## config.mk

```make
export PLATFORM = sky130hd
export DESIGN_NAME = wptr_full_ctrl_flat
export DESIGN_NICKNAME = d
export VERILOG_FILES = /design/src/rtl/wptr_full_ctrl_if.sv /design/src/rtl/wptr_full_ctrl.sv /design/src/flat_wrapper.sv
export SDC_FILE = /design/constraint.sdc
export NUM_CORES = 1
export LEC_CHECK = 0
export BUFFER_PORTS_ARGS = -buffer_cell sky130_fd_sc_hd__clkbuf_2
export CAP_MARGIN = 20
export CORE_MARGIN = 1
export CORE_UTILIZATION = 40
export DETAILED_ROUTE_END_ITERATION = 10
export SLEW_MARGIN = 5
export SYNTH_ARGS = -nofsm -noshare
export SYNTH_HDL_FRONTEND = slang
export SYNTH_SLANG_ARGS = --single-unit
```

## constraint.sdc

```tcl
create_clock -name clk -period 3.45 [get_ports clk]
set_input_delay 0.345 -clock clk [delete_from_list [all_inputs] [get_ports clk]]
set_output_delay 0.345 -clock clk [all_outputs]
set_load 0.01 [all_outputs]
```

## src/rtl/wptr_full_ctrl_if.sv

```systemverilog
// Bundle of write-side FIFO control signals between the producer, memory and wptr_full_ctrl.
// Optional macro WPTR_LEVEL_EN adds the registered occupancy signal wlevel.
interface wptr_full_ctrl_if #(
  parameter int ASIZE = 4
);
  logic             winc;
  logic [ASIZE:0]   wq2_rptr;
  logic             wovf_clr;
  logic             wen;
  logic [ASIZE-1:0] waddr;
  logic [ASIZE:0]   wptr;
  logic             wfull;
  logic             walmost_full;
  logic             wovf;
`ifdef WPTR_LEVEL_EN
  logic [ASIZE:0]   wlevel;
`endif

  // master is the controller itself; slave is the producer/memory/synchronizer side
`ifdef WPTR_LEVEL_EN
  modport master (
    input  winc, wq2_rptr, wovf_clr,
    output wen, waddr, wptr, wfull, walmost_full, wovf, wlevel
  );
  modport slave (
    output winc, wq2_rptr, wovf_clr,
    input  wen, waddr, wptr, wfull, walmost_full, wovf, wlevel
  );
`else
  modport master (
    input  winc, wq2_rptr, wovf_clr,
    output wen, waddr, wptr, wfull, walmost_full, wovf
  );
  modport slave (
    output winc, wq2_rptr, wovf_clr,
    input  wen, waddr, wptr, wfull, walmost_full, wovf
  );
`endif
endinterface

```

## src/rtl/wptr_full_ctrl.sv

```systemverilog
// Write-domain pointer, full/almost-full and sticky-overflow controller for the async FIFO.
// Optional macro WPTR_LEVEL_EN exposes the registered occupancy on bus.wlevel.
module wptr_full_ctrl #(
  parameter int ASIZE        = 4,
  parameter int AFULL_THRESH = 12
) (
  input logic              clk,
  input logic              rst,
  wptr_full_ctrl_if.master bus
);

  localparam logic [ASIZE:0] AFULL_VAL = (ASIZE+1)'(AFULL_THRESH);

  logic [ASIZE:0] r_wbin;
  logic [ASIZE:0] r_wptr;
  logic           r_wfull;
  logic           r_walmost;
  logic           r_wovf;

  logic           w_wen;
  logic [ASIZE:0] w_wbinNext;
  logic [ASIZE:0] w_wgrayNext;
  logic [ASIZE:0] w_rbin;
  logic [ASIZE:0] w_levelNext;
  logic [ASIZE:0] w_fullCmp;

  assign w_wen       = bus.winc & ~r_wfull & ~rst;
  assign w_wbinNext  = r_wbin + {{ASIZE{1'b0}}, w_wen};
  assign w_wgrayNext = (w_wbinNext >> 1) ^ w_wbinNext;

  // Full when our next Gray pointer equals the read pointer with its two MSBs inverted
  assign w_fullCmp = {~bus.wq2_rptr[ASIZE:ASIZE-1], bus.wq2_rptr[ASIZE-2:0]};

  always_comb begin
    w_rbin = '0;
    for (int i = 0; i <= ASIZE; i++) begin
      w_rbin[i] = ^(bus.wq2_rptr >> i);
    end
  end

  assign w_levelNext = w_wbinNext - w_rbin;

  always_ff @(posedge clk) begin
    if (rst) begin
      r_wbin    <= '0;
      r_wptr    <= '0;
      r_wfull   <= 1'b0;
      r_walmost <= 1'b0;
      r_wovf    <= 1'b0;
    end else begin
      r_wbin    <= w_wbinNext;
      r_wptr    <= w_wgrayNext;
      r_wfull   <= (w_wgrayNext == w_fullCmp);
      r_walmost <= (w_levelNext >= AFULL_VAL);
      // A dropped write outranks a simultaneous clear so no overflow is ever lost
      if (bus.winc && r_wfull) begin
        r_wovf <= 1'b1;
      end else if (bus.wovf_clr) begin
        r_wovf <= 1'b0;
      end
    end
  end

`ifdef WPTR_LEVEL_EN
  logic [ASIZE:0] r_wlevel;

  always_ff @(posedge clk) begin
    if (rst) begin
      r_wlevel <= '0;
    end else begin
      r_wlevel <= w_levelNext;
    end
  end

  assign bus.wlevel = r_wlevel;
`endif

  assign bus.wen          = w_wen;
  assign bus.waddr        = r_wbin[ASIZE-1:0];
  assign bus.wptr         = r_wptr;
  assign bus.wfull        = r_wfull;
  assign bus.walmost_full = r_walmost;
  assign bus.wovf         = r_wovf;

endmodule

```

## src/flat_wrapper.sv

```systemverilog
// flat-port wrapper written by rule: the top's interface ports become plain ports
module wptr_full_ctrl_flat 
#(
  parameter int ASIZE        = 4,
  parameter int AFULL_THRESH = 12
)
  (clk, rst, bus_winc, bus_wq2_rptr, bus_wovf_clr, bus_wen, bus_waddr, bus_wptr, bus_wfull, bus_walmost_full, bus_wovf);
  wptr_full_ctrl_if #(.ASIZE(ASIZE)) bus_i ();
  input logic clk;
  input logic rst;
  input wire logic [$bits(bus_i.winc)-1:0] bus_winc;
  input wire logic [$bits(bus_i.wq2_rptr)-1:0] bus_wq2_rptr;
  input wire logic [$bits(bus_i.wovf_clr)-1:0] bus_wovf_clr;
  output wire logic [$bits(bus_i.wen)-1:0] bus_wen;
  output wire logic [$bits(bus_i.waddr)-1:0] bus_waddr;
  output wire logic [$bits(bus_i.wptr)-1:0] bus_wptr;
  output wire logic [$bits(bus_i.wfull)-1:0] bus_wfull;
  output wire logic [$bits(bus_i.walmost_full)-1:0] bus_walmost_full;
  output wire logic [$bits(bus_i.wovf)-1:0] bus_wovf;
  assign bus_i.winc = bus_winc;
  assign bus_i.wq2_rptr = bus_wq2_rptr;
  assign bus_i.wovf_clr = bus_wovf_clr;
  assign bus_wen = bus_i.wen;
  assign bus_waddr = bus_i.waddr;
  assign bus_wptr = bus_i.wptr;
  assign bus_wfull = bus_i.wfull;
  assign bus_walmost_full = bus_i.walmost_full;
  assign bus_wovf = bus_i.wovf;
  wptr_full_ctrl #(.ASIZE(ASIZE), .AFULL_THRESH(AFULL_THRESH)) u_core (.clk(clk), .rst(rst), .bus(bus_i));
endmodule
```

==> metrics.md, run 1 <==
| Metric | Value |
|---|---|
| Synthesis-to-layout area growth | 20.7% |
| Commonest non-fill, non-tap cell in the layout | clkbuf_2 |
| Max Fanout on Critical Path | 13 |
| TritonCTS clock tree | done |
| Critical path buffers and inverters | 1 |
| Gates resized, CTS repair | 0 |
| CP Class | input pin to flop |
| Final setup vio count | 0 |
| Post-route clock period utilization | 74.3% |
| Setup TNS | 0 ns |
| DR iter-0 viols | 2 |
| Post-Synthesis Cells | 77 |
| Die height | 44.6 µm |
| Clock-pin slew on the worst setup and hold paths | 0.06 ns |
| Synth Register Bits | 12 |
| Final Hold Viols | 0 |
| Synth unique cells | 26 |
| Fin cells | 124 |
| Wire per inst | 10.1 µm |
| Via density | 4.64 |
| Critical Path Most Common Cell | ha_1 |
| Relative slew slack | 56.4% |
| Largest net degree at the start of global routing | 14 |
| Post-route DRC | 0 |
| Startpoint types | input pin |
| Dpl hpwl | 1.08 mm |
| Syn_area_per_cell | 9.42 µm² |
| Post-CTS setup buffers | 0 |
| Die area | 1990 µm² |
| Worst-skew pair later-pin latency | 0.25 ns |
| Diode count | 0 |
| Worst min path class | input pin to flop |
| Fin Hold WS | 0.325 ns |
| Num rows | 15 |
| Clk root buf | clkbuf_4 |
| Skew final | 0.000552 ns |
| CTS Hold Bufs | 0 |
| Core box area | 1710 µm² |
| TritonCTS buffer count | 3 |
| Register area share after synthesis | 33.1% |
| Fin. max-slew vios | 0 |
| Worst endpoint required time | 3.63 ns |
| P_leak | 0.405 nW |
| Final Critical Period | 2.56 ns |
| Initial core utilization | 42.5% |
| Crit path largest cell delay | 0.45 ns |
| Global Route Usage Sum | 15.3% |
| Overflow after GRT | 0 |
| CTS Sinks | 12 |
| Min setup slack post-route | 0.887 ns |
| Initial antenna violation count | 0 |
| Place WS | 0.655 ns |
| DIE WIDTH | 44.6 µm |
| I/O Pins | 22 |
| Layout cell share with drive strength beyond 1 | 30.3% |
| CP Capture Type | flop |
| WL final | 1.26 mm |
| Most frequent cells in the layout | 21 x clkbuf_2, 12 x dfxtp_1, 10 x xnor2_1 |
| Critical path cell sequence | clkbuf_2 > nor3b_1 > ha_1 > ha_1 > xor2_1 > ha_1 > xor2_1 > or3_1 > a31oi_1 |
| Global-route wire length before repair | 2.20 mm |
| FF/Latch Area | 240 µm² |
| Fmax | 390 MHz |
| Design Area, Final | 876 µm² |
| H-tree Lvls | 1 |
| Post-Syn Area | 726 µm² |
| Top delay family on crit path | adder cells |
| Multi-input logic area | 465 µm² |
| Status | complete, no violations |
| Slowest CP cell | xor2_1 |
| Arrival time worst endpoint | 2.75 ns |
| Peak supply drop | 136 µV |
| IO Port Bufs | 21 |
| Max Cap Viol | 0 |
| Clk buf depth | 2 |
| RSZ-0062 raised after global routing | false |
| Syn nets | 91 |
| Vias in the first global route | 543 |
| Fill count | 174 |
| DR pass1 iterations | 4 |
| Total power divided by cell area | 372 nW/µm² |
| Post-route ant nets | 0 |
| Routed vias | 575 |
| # placed instances | 121 |
| Routability cong. | 0.765 |
| Layout Nets | 115 |
| Ys Warns | 0 |
| Worst-Margin Slew | 0.652 ns |
| DP Area | 853 µm² |
[synthesized netlist by cell type (all sizes together)]
cell | count | share of area [%]
a21oi | 4 | 3.3
xnor2 | 12 | 17
dfxtp | 12 | 33
a32oi | 1 | 1.2
a31oi | 2 | 1.7
ha | 5 | 8.6
or2b | 1 | 1.0
and2b | 1 | 1.2
nand2b | 2 | 1.7
nand2 | 1 | 0.52
nor3b | 1 | 1.0
nor2b | 3 | 2.6
o22ai | 1 | 0.86
buf | 1 | 0.69
and3 | 1 | 1.0
nand3 | 4 | 2.8
or3 | 2 | 1.7
clkbuf | 1 | 0.52
xor2 | 9 | 11
o211a | 1 | 1.4
nor2 | 6 | 3.1
maj3 | 1 | 1.6
nor3 | 2 | 1.4
inv | 3 | 1.6
[layout make-up]
class / instances / share of cell area [%]
clock buffer: 3 / 2.57
multi-input combinational: 60 / 53.1
tap: 25 / 3.57
sequential: 12 / 27.4
timing repair buffer: 21 / 12.0
inverter: 3 / 1.29
[path summary, 6_finish.rpt]
kind	start	to	slack, ns	cells past startpoint
max	rst	u_core.bus.walmost_full	0.89	9
min	bus_winc	u_core.bus.wovf	0.32	3
max reg2reg	u_core.bus.wfull	u_core.bus.walmost_full	0.89	8
min reg2reg	u_core.bus.wovf	u_core.bus.wovf	0.47	2
[worst reg2reg max path, delay by kind of cell (launching register included)]
family	cells	cell delay, ns
xor+xnor	2	0.62
simple gates	2	0.60
fa+ha+maj	3	0.79
compound gates	1	0.16
flops	1	0.33
[registers in the layout (all words and copies together) (netlist names)]
name,count
u_core.bus.walmost_full,1
u_core.bus.wptr,5
u_core.r_wbin,4
u_core.bus.wovf,1
u_core.bus.wfull,1
[where the power goes]
group | internal, mW | leakage, nW | switching [mW]
Combinational | 0.0480 | 0.294 | 0.0531
Sequential | 0.144 | 0.0975 | 0.00237
Clock | 0.0401 | 0.0138 | 0.0376
[routing by layer]
| metal | up-vias | share of wire [%] | global-route usage, % |
|---|---|---|---|
| met5 | - | 0 | 0 |
| met4 | 0 | 1.1 | 7.27 |
| met3 | 2 | 4.4 | 3.67 |
| met2 | 16 | 46 | 24.7 |
| met1 | 257 | 48 | 19.1 |
| li1 | 300 | - | - |
[through the flow]
stage | util, % | power [mW]
floorplan | - | 0.228
global placement | 50.0 | 0.251
detailed placement | 50.0 | 0.252
CTS | 51.3 | 0.330
global route | 51.3 | 0.351
finish | 51.3 | 0.326
[logic make-up after synthesis]
family	Yosys count	share of synthesized area (%)
xor gates and xnor gates	21	27.4
and+or+nand+nor	24	18.1
DFF	12	33.1
AOI/OAI and AO/OA	9	8.45
buffers and inverters	5	2.76
adders and majority gates	6	10.2
Note: power is estimated with default switching activity, not from simulation.
==> run 2, diff against run 1 <==
--- a/config.mk
+++ b/config.mk
@@ -10,6 +10,7 @@
 export CORE_MARGIN = 1
 export CORE_UTILIZATION = 40
 export DETAILED_ROUTE_END_ITERATION = 10
+export PLACE_DENSITY = 0.67
 export SLEW_MARGIN = 5
 export SYNTH_ARGS = -nofsm -noshare
 export SYNTH_HDL_FRONTEND = slang
==> constraint.sdc (replaced) <==
create_clock -name clk -period 2.21 [get_ports clk]
set_input_delay 0.221 -clock clk [delete_from_list [all_inputs] [get_ports clk]]
set_output_delay 0.221 -clock clk [all_outputs]
set_load 0.01 [all_outputs]
==> metrics.md, run 2 (synthesized netlist as in run 1, its figures left out) <==
| Metric | Value |
|---|---|
| P_leak | 0.450 nW (+11%) |
| Layout Nets | 125 (+8.7%) |
| Diode count | 0 (unchanged) |
| CP Class | flop to flop |
| TritonCTS buffer count | 3 (unchanged) |
| Post-route DRC | 0 (unchanged) |
| Min setup slack post-route | 0.0810 ns (-0.806 ns) |
| CP Capture Type | flop |
| Fin Hold WS | 0.210 ns (-0.114 ns) |
| Max reg flops | 5 (unchanged) |
| DR iter-0 viols | 6 (+4) |
| R2R setup slack | 0.08 ns (-0.81 ns) |
| Die height | 44.6 µm (unchanged) |
| Final Hold Viols | 0 (unchanged) |
| Total power divided by cell area | 546 nW/µm² (+47%) |
| Initial core utilization | 42.5% (unchanged) |
| Vias in the first global route | 588 (+8.3%) |
| Worst hold stages | 3 (unchanged) |
| Fill count | 156 (-10%) |
| Fin. max-slew vios | 0 (unchanged) |
| Routed vias | 635 (+10%) |
| H-tree Lvls | 1 (unchanged) |
| Worst min path class | input pin to flop |
| Dpl hpwl | 1.27 mm (+17%) |
| Routability cong. | 0.798 (+4.3%) |
| CTS Sinks | 12 (unchanged) |
| Fmax | 470 MHz |
| Setup TNS | 0 ns (unchanged) |
| Clk buf depth | 2 (unchanged) |
| Top delay family on crit path | simple AND/OR/NAND/NOR gates |
| CTS Hold Bufs | 0 (unchanged) |
| Layout cell share with drive strength beyond 1 | 45.9% (+16 points) |
| Crit path largest cell delay | 0.37 ns (-0.08 ns) |
| Max Cap Viol | 0 (unchanged) |
| Final Critical Period | 2.13 ns |
| Final setup vio count | 0 (unchanged) |
| Worst Hold End | u_core.bus.wovf |
| Place WS | 0.0234 ns (-0.631 ns) |
| Max Fanout on Critical Path | 4 (-9) |
| I/O Pins | 22 (unchanged) |
| Wire per inst | 11.8 µm (+16%) |
| M2 GR Usage | 29.4% (+4.7 points) |
| Startpoint types | flop |
| IO Port Bufs | 21 (unchanged) |
| Worst endpoint required time | 2.41 ns (-1.22 ns) |
| R2r endpoint | u_core.bus.wfull |
| GR Util met1 | 22.6% (+3.5 points) |
| Cells on worst reg2reg path | 9 (+1) |
| Critical path buffers and inverters | 1 (unchanged) |
| TritonCTS clock tree | done |
| Overflow after GRT | 0 (unchanged) |
| Status | complete, no violations |
| Design Area, Final | 1030 µm² (+18%) |
| Worst-Margin Slew | 0.320 ns (-0.332 ns) |
| Num rows | 15 (unchanged) |
| Relative slew slack | 78.6% (+22 points) |
| GRT busiest layer | met2 |
| Core box area | 1710 µm² (unchanged) |
| Global-route wire length before repair | 2.56 mm (+16%) |
| DP Area | 963 µm² (+13%) |
| Die area | 1990 µm² (unchanged) |
| Final core utilization | 60.6% (+9.3 points) |
| Via density | 4.74 (+2.2%) |
| Commonest non-fill, non-tap cell in the layout | clkbuf_2 |
| Global Route Usage Sum | 17.8% (+2.4 points) |
| Largest net degree at the start of global routing | 13 (-1) |
| Reg-to-reg startpoint | u_core.bus.wfull |
| Synthesis-to-layout area growth | 42.6% |
| Crit path launch | u_core.bus.wfull |
| DR pass1 iterations | 4 (unchanged) |
| Worst-skew pair later-pin latency | 0.26 ns (about the same) |
| Slowest CP cell | or3_1 |
| Skew final | 0.00289 ns (+0.00234 ns) |
| Peak supply drop | 267 µV (+96%) |
| Post-route clock period utilization | 96.3% |
| Arrival time worst endpoint | 2.33 ns (-0.42 ns) |
| Critical path cell sequence | nor3b_4 > ha_4 > ha_4 > xor2_4 > buf_4 > xor2_1 > or3_1 > a21oi_1 > o211a_1 |
| Clock-pin slew on the worst setup and hold paths | 0.07 ns (about the same) |
| Post-route ant nets | 0 (unchanged) |
| Hold Path Origin | bus_winc |
| Critical Path Most Common Cell | ha_4 |
| Initial antenna violation count | 0 (unchanged) |
| Most frequent cells in the layout | 21 x clkbuf_2, 11 x dfxtp_1, 10 x xnor2_1, 10 x buf_4, 7 x xor2_1 |
| DIE WIDTH | 44.6 µm (unchanged) |
| Clk root buf | clkbuf_4 |
| Met3 Use GR | 4.08% (+0.41 points) |
| WL final | 1.58 mm (+26%) |
[run 2: worst max-delay path by stage]
| stage | endpoint | cells after the start | slack (ns) |
|---|---|---|---|
| 2_1_floorplan | u_core.bus.walmost_full | 11 | 0.01 |
| 3_3_place_gp | u_core.bus.walmost_full | 10 | 0.14 |
| 3_5_place_dp | u_core.bus.wfull | 10 | 0.02 |
| 4_1_cts | u_core.bus.wfull | 9 | 0.008 |
| 5_1_grt | u_core.bus.wfull | 9 | -0.02 |
| 6_report | u_core.bus.wfull | 9 | 0.08 |
[run 2: where the power goes]
part           switching (mW)  internal, mW  total (mW)
Combinational           0.101         0.109       0.210
Sequential            0.00483         0.224       0.229
Clock                  0.0630        0.0628       0.126
Total                   0.169         0.396       0.565
[run 2: area by class of cell]
class	instances	area (µm²)	share of cell area [%]
timing repair buffer	31	180	17.4
multi-input combinational	60	546	52.7
inverter	3	11.3	1.09
sequential	12	244	23.6
clock buffer	3	22.5	2.18
tap	25	31.3	3.02
[run 2: per-stage QoR]
step | instances | power (mW)
final | 134 | 0.565
after detailed placement | 128 | 0.423
after CTS | 131 | 0.547
after global routing | 134 | 0.603
after floorplan | 77 | 0.371
after global placement | 128 | 0.416
[run 2: repair_timing]
item                                    4_1_cts  5_1_grt
resized for setup                             0        5
endpoints found under the setup margin        0        2
setup buffers                                 0        3
[run 2: worst min-delay path, cell delays in order]
cell and delay, ns:
clkbuf_2 0.10, nand2_1 0.06, a21oi_1 0.05
[run 2: layer usage]
metal,routed length (µm),vias up
li1,-,322
met1,682,285
met2,815,28
met3,83,0
met4,0,0
met5,0,-
